## src/rtl/clock_pkg.sv

```systemverilog
// rtl/clock_pkg.sv - mode encodings and BCD limits for the clock set controller
package clock_pkg;

  typedef enum logic [1:0] {
    MODE_RUN     = 2'd0,
    MODE_SET_HR  = 2'd1,
    MODE_SET_MIN = 2'd2,
    MODE_COMMIT  = 2'd3
  } mode_e;

  localparam logic [7:0] HOUR_MAX = 8'h23;
  localparam logic [7:0] MIN_MAX  = 8'h59;
  localparam logic [7:0] BCD_ZERO = 8'h00;

endpackage

```

## src/rtl/bcd2_wrap_inc.sv

```systemverilog
// rtl/bcd2_wrap_inc.sv - combinational two-digit BCD +1 wrapping at MAX, invalid input goes to zero
module bcd2_wrap_inc
  import clock_pkg::*;
#(
  parameter logic [7:0] MAX = 8'h59
) (
  input  logic [7:0] val,
  output logic [7:0] val_inc
);

  logic valid;

  // BCD order matches hex order, so a plain compare against MAX is a decimal compare
  always_comb begin
    valid   = (val[7:4] <= 4'd9) && (val[3:0] <= 4'd9) && (val <= MAX);
    val_inc = BCD_ZERO;
    if (valid && (val != MAX)) begin
      if (val[3:0] == 4'd9) begin
        val_inc = {val[7:4] + 4'd1, 4'd0};
      end else begin
        val_inc = {val[7:4], val[3:0] + 4'd1};
      end
    end
  end

endmodule

```

## src/rtl/clock_set_ctrl.sv

```systemverilog
// rtl/clock_set_ctrl.sv - second tick prescaler and RUN/SET_HR/SET_MIN/COMMIT time-set sequencer
module clock_set_ctrl
  import clock_pkg::*;
#(
  parameter int TICK_DIV      = 50_000_000,
  parameter int BLINK_DIV     = 25_000_000,
  parameter int REPEAT_DELAY  = 25_000_000,
  parameter int REPEAT_PERIOD = 10_000_000,
  parameter int TIMEOUT_SEC   = 30
) (
  input  logic       clk,
  input  logic       rst_n,
  input  logic       btn_mode,
  input  logic       btn_inc,
  input  logic [7:0] cur_hour,
  input  logic [7:0] cur_min,
  output logic       sec_tick,
  output logic       load,
  output logic [7:0] load_hour,
  output logic [7:0] load_min,
  output logic [1:0] mode,
  output logic       disp_on
);

  localparam int PW = $clog2(TICK_DIV);
  localparam int BW = $clog2(BLINK_DIV + 1);
  localparam int RMAX = (REPEAT_DELAY > REPEAT_PERIOD) ? REPEAT_DELAY : REPEAT_PERIOD;
  localparam int RW = $clog2(RMAX + 1);
  localparam int TW = $clog2(TIMEOUT_SEC + 1);

  localparam logic [PW-1:0] PRESC_LAST  = PW'(TICK_DIV - 1);
  localparam logic [BW-1:0] BLINK_LAST  = BW'(BLINK_DIV - 1);
  localparam logic [RW-1:0] RPT_DELAY   = RW'(REPEAT_DELAY);
  localparam logic [RW-1:0] RPT_PERIOD  = RW'(REPEAT_PERIOD);
  localparam logic [TW-1:0] TIMEOUT_END = TW'(TIMEOUT_SEC);

  mode_e         state, state_nxt;
  logic          mode_prev, inc_prev;
  logic [PW-1:0] presc;
  logic [BW-1:0] blink_cnt;
  logic          blink_q;
  logic [RW-1:0] rpt_cnt;
  logic          rpt_armed, rpt_fast;
  logic [TW-1:0] timeout_cnt;
  logic [7:0]    shadow_hour, shadow_min;
  logic [7:0]    hour_inc, min_inc;

  logic mode_edge, inc_rise, inc_edge, in_set, presc_wrap;
  logic rpt_step, inc_step, timeout_hit, state_chg;

  assign mode_edge   = btn_mode & ~mode_prev;
  assign inc_rise    = btn_inc & ~inc_prev;
  assign inc_edge    = inc_rise & ~mode_edge;
  assign in_set      = (state == MODE_SET_HR) || (state == MODE_SET_MIN);
  assign presc_wrap  = (presc == PRESC_LAST);
  assign rpt_step    = rpt_armed & btn_inc & ~inc_rise &
                       (rpt_fast ? (rpt_cnt == RPT_PERIOD) : (rpt_cnt == RPT_DELAY));
  assign inc_step    = in_set & ~mode_edge & (inc_edge | rpt_step);
  assign timeout_hit = (timeout_cnt == TIMEOUT_END);
  assign state_chg   = (state_nxt != state);

  bcd2_wrap_inc #(.MAX(HOUR_MAX)) u_hour_inc (.val(shadow_hour), .val_inc(hour_inc));
  bcd2_wrap_inc #(.MAX(MIN_MAX))  u_min_inc  (.val(shadow_min),  .val_inc(min_inc));

  always_ff @(posedge clk or negedge rst_n) begin
    if (!rst_n) begin
      state     <= MODE_RUN;
      mode_prev <= 1'b0;
      inc_prev  <= 1'b0;
    end else begin
      state     <= state_nxt;
      mode_prev <= btn_mode;
      inc_prev  <= btn_inc;
    end
  end

  always_comb begin
    state_nxt = state;
    sec_tick  = 1'b0;
    load      = 1'b0;
    mode      = state;
    disp_on   = 1'b1;
    case (state)
      MODE_RUN: begin
        sec_tick = presc_wrap;
        if (mode_edge) state_nxt = MODE_SET_HR;
      end
      MODE_SET_HR: begin
        disp_on = blink_q;
        if (mode_edge) state_nxt = MODE_SET_MIN;
        else if (timeout_hit) state_nxt = MODE_RUN;
      end
      MODE_SET_MIN: begin
        disp_on = blink_q;
        if (mode_edge) state_nxt = MODE_COMMIT;
        else if (timeout_hit) state_nxt = MODE_RUN;
      end
      default: begin
        load      = 1'b1;
        state_nxt = MODE_RUN;
      end
    endcase
  end

  // Cleared during the COMMIT cycle so the first tick lands TICK_DIV cycles after load
  always_ff @(posedge clk or negedge rst_n) begin
    if (!rst_n) begin
      presc <= '0;
    end else if ((state == MODE_COMMIT) || presc_wrap) begin
      presc <= '0;
    end else begin
      presc <= presc + PW'(1);
    end
  end

  always_ff @(posedge clk or negedge rst_n) begin
    if (!rst_n) begin
      blink_cnt <= '0;
      blink_q   <= 1'b1;
    end else if (state_chg || !in_set) begin
      blink_cnt <= '0;
      blink_q   <= 1'b1;
    end else if (blink_cnt == BLINK_LAST) begin
      blink_cnt <= '0;
      blink_q   <= ~blink_q;
    end else begin
      blink_cnt <= blink_cnt + BW'(1);
    end
  end

  // rpt_cnt holds the number of cycles since the edge (or since the last repeat step)
  always_ff @(posedge clk or negedge rst_n) begin
    if (!rst_n) begin
      rpt_cnt   <= '0;
      rpt_armed <= 1'b0;
      rpt_fast  <= 1'b0;
    end else if (state_chg || !btn_inc || mode_edge) begin
      rpt_cnt   <= '0;
      rpt_armed <= 1'b0;
      rpt_fast  <= 1'b0;
    end else if (inc_rise) begin
      rpt_cnt   <= RW'(1);
      rpt_armed <= 1'b1;
      rpt_fast  <= 1'b0;
    end else if (rpt_armed) begin
      if (rpt_step) begin
        rpt_cnt  <= RW'(1);
        rpt_fast <= 1'b1;
      end else begin
        rpt_cnt <= rpt_cnt + RW'(1);
      end
    end
  end

  always_ff @(posedge clk or negedge rst_n) begin
    if (!rst_n) begin
      timeout_cnt <= '0;
    end else if (state_chg || !in_set || mode_edge || inc_rise || rpt_step) begin
      timeout_cnt <= '0;
    end else if (presc_wrap) begin
      timeout_cnt <= timeout_cnt + TW'(1);
    end
  end

  always_ff @(posedge clk or negedge rst_n) begin
    if (!rst_n) begin
      shadow_hour <= BCD_ZERO;
      shadow_min  <= BCD_ZERO;
    end else if ((state == MODE_RUN) && mode_edge) begin
      shadow_hour <= cur_hour;
      shadow_min  <= cur_min;
    end else if (inc_step && (state == MODE_SET_HR)) begin
      shadow_hour <= hour_inc;
    end else if (inc_step && (state == MODE_SET_MIN)) begin
      shadow_min <= min_inc;
    end
  end

  assign load_hour = shadow_hour;
  assign load_min  = shadow_min;

endmodule
```

## config.mk

```make
export PLATFORM = sky130hd
export DESIGN_NAME = clock_set_ctrl
export DESIGN_NICKNAME = d
export VERILOG_FILES = /design/src/rtl/clock_pkg.sv /design/src/rtl/bcd2_wrap_inc.sv /design/src/rtl/clock_set_ctrl.sv
export SDC_FILE = /design/constraint.sdc
export NUM_CORES = 1
export LEC_CHECK = 0
export CORE_MARGIN = 4
export CORE_UTILIZATION = 45
export CTS_CLUSTER_DIAMETER = 120
export DETAILED_ROUTE_END_ITERATION = 8
export PLACE_DENSITY = 0.63
export SYNTH_ARGS = -nofsm -noshare
export SYNTH_HDL_FRONTEND = slang
export SYNTH_HIERARCHICAL = 1
export SYNTH_SLANG_ARGS = --single-unit
```

## constraint.sdc

```tcl
create_clock -name clk -period 2.6 [get_ports clk]
set_input_delay 0.39 -clock clk [delete_from_list [all_inputs] [get_ports clk]]
set_output_delay 0.39 -clock clk [all_outputs]
set_load 0.01 [all_outputs]
```

==> flow_summary.ini <==
[timing]
hold_viol_final = 0
worst_pin_slew_ns = 0.602
fmax_mhz = 392
setup_ws_ns = 0.0471
slew_viol_final = 0
rsz0062_at_grt = yes
skew_ns = 0.0123
setup_violations = 0
fin_crit_ns = 2.55
slew_headroom = 0.596
post-route-period-util = 0.982
holdWs_ns = 0.0120

[clock_network]
cts_inserted_buffers = 9
clock_path_buffers = 2
cts.sinks = 104
path_clk_slew_ns = 0.07
cts_root_buffer = clkbuf_16
clk_latency_ns = 0.35
cts_max_level = 3
cts_tree = yes
cts_hold_buf = 0

[detailed_routing]
via_count = 4756
antenna_left = 0
drcViolationCount = 0
drt_iter0_markers = 250
first_pass_iters = 4
routedWlPerCell_um = 14.7
vias_per_cell = 5.36
wirelength_mm = 13.0

[setup_path]
worstPathArrival_ns = 2.83
end_kind = flip-flop
reg2reg_depth = 6
required_ns = 2.88
ff2ff_setup_slack_ns = 0.05
timing.rr.end = rpt_cnt[24]
path_class = flip-flop to flip-flop
path_max_fanout = 6
start_kind = flip-flop
r2r-start = rpt_cnt[2]

[placement]
gp_congestion = 0.873
io_buffers = 40
post-place-ws_ns = -0.0314
dpl-instance-area_um2 = 6760
hpwl_mm = 9.27

[layout]
final_common_cell = dfrtp_1
finish.instance_area_um2 = 7210
final_layout_size_suffix_gt1_frac = 0.152
nets = 751
nFillCells = 1110
final_cell_mix = 102 x dfrtp_1, 97 x nor2_1, 48 x buf_4, 42 x xor2_1, 41 x nand2_1
area_growth_pct = 21.8
diodes = 0
fin_util = 0.564

[yosys]
syn_area_per_cell_um2 = 9.44
synth-seq-cells = 104
ys_seq_area_frac = 0.440
synth_ff_type = dfrtp_1
synth_warnings = 6
syn_inst = 627
synth_edf_count = 0
synth_cell_types = 69
synthesis.area_um2 = 5920
ys_async_sr_fraction = 1.00

[pwr]
finalPower_mw = 5.37
leakagePower_nw = 3.05
peakVddDrop_v = 0.000356
power.density_nw_per_um2 = 745

[floorplan]
io_pins = 41
die_h_um = 123
dieArea_um2 = 15100
core_um2 = 12800
start_util = 0.463
die-width_um = 123
num_rows = 41

[global_routing]
gr-total-overflow = 0
grtUsageTotal = 0.179
antenna_found_initial = 0
grt_pass1_vias = 4605
grt_pass1_wl_mm = 21.7
grt_max_degree = 67

[min_path]
hold_class = input pin to asynchronous set/reset pin

[job]
max_cap_viol_count = 0

[run_status]
status = finished, final reports clean
cell families (layout without fill, tap and decap cells):
group,Yosys count,count (layout),synth area share
AND/OR/NAND/NOR,288,288,0.264
buffers and inverters,40,128,0.0292
AO/OA/AOI/OAI,95,95,0.104
flip-flops,104,104,0.440
adder cells (fa/ha/maj),20,20,0.0423
multiplexers,18,18,0.0304
XOR/XNOR,60,60,0.0888
other,2,3,0.00127
routing by layer:
| metal | track usage | part of all wire | vias up |
|---|---|---|---|
| met5 | 0 | 0 | - |
| met4 | 0.0560 | 0.0067 | 0 |
| met3 | 0.0447 | 0.040 | 8 |
| met2 | 0.290 | 0.50 | 72 |
| met1 | 0.237 | 0.46 | 2295 |
| li1 | - | - | 2381 |
where the power goes:
| part | internal [mW] | switching [mW] | total, mW |
|---|---|---|---|
| Combinational | 0.961 | 1.02 | 1.98 |
| Sequential | 1.82 | 0.298 | 2.12 |
| Clock | 0.657 | 0.619 | 1.28 |
| Total | 3.44 | 1.93 | 5.37 |
cell usage after synthesis, drive strengths merged (4+ instances only):
| library cell | instances | area, um2 |
|---|---|---|
| clkbuf | 13 | 48.8 |
| nand2b | 5 | 31.3 |
| ha | 20 | 250 |
| o31ai | 6 | 45.0 |
| nand4b | 7 | 61.3 |
| nor3 | 12 | 65.1 |
| o21ai | 19 | 98.9 |
| xnor2 | 18 | 158 |
| nand3 | 27 | 135 |
| nor2b | 7 | 43.8 |
| or4 | 10 | 83.8 |
| nor4b | 6 | 58.8 |
| nor2 | 97 | 364 |
| and4 | 5 | 43.8 |
| and3 | 9 | 61.3 |
| nand2 | 41 | 154 |
| xor2 | 42 | 368 |
| o2bb2ai | 4 | 35.0 |
| a21oi | 41 | 205 |
| nand4 | 22 | 144 |
| or3 | 16 | 105 |
| mux2i | 18 | 180 |
| dfrtp | 103 | 2580 |
| nor4 | 6 | 50.0 |
| inv | 20 | 75.1 |
| buf | 7 | 48.8 |
timing repair:
item | 4_1_cts | 5_1_grt
endpoints found under the setup margin | 1 | 27
gates resized for setup | 4 | 14
pin swaps | 1 | 5
setup buffers | 12 | 4
sequential cells by signal, summed over array words and instances (netlist names), 2 cells and up:
register,cells
rpt_cnt,25
load_min,8
presc,26
load_hour,8
timeout_cnt,5
blink_cnt,25
mode,2
worst max path at each step:
stage,start,endpoint,slack [ns],cells after the start
after floorplan,mode[0],rpt_cnt[21],0.07,9
after global placement,btn_mode,rpt_cnt[22],0.03,8
after detailed placement,btn_mode,rpt_cnt[13],-0.03,8
after CTS,rpt_cnt[2],rpt_cnt[24],0.03,6
after global routing,presc[8],timeout_cnt[4],-0.03,13
final,rpt_cnt[2],rpt_cnt[24],0.05,6
worst max-delay path: stages (launching register included):
cell and delay [ns]:
dfrtp_2 0.43, nand4_2 0.13, or4_4 0.55, or4_4 0.47, or2_4 0.26, or4_1 0.49
a21oi_2 0.15
cell type report:
| cell class | instances | area, um2 | share of cell area |
|---|---|---|---|
| clock inverters | 7 | 56.3 | 0.00781 |
| repair buffers | 92 | 820 | 0.114 |
| well taps | 172 | 215 | 0.0299 |
| flip-flops and latches | 104 | 2610 | 0.361 |
| inverters | 20 | 75.1 | 0.0104 |
| multi-input cells | 484 | 3210 | 0.446 |
| clock buffers | 9 | 225 | 0.0312 |
metrics by stage:
| step | TNS (ns) | instances |
|---|---|---|
| 5_1_grt | -0.0385 | 888 |
| 6_report | 0 | 888 |
| 3_5_place_dp | -0.0589 | 859 |
| 2_1_floorplan | 0 | 628 |
| 3_3_place_gp | 0 | 859 |
| 4_1_cts | 0 | 887 |
Note: power is estimated with default switching activity, not from simulation.
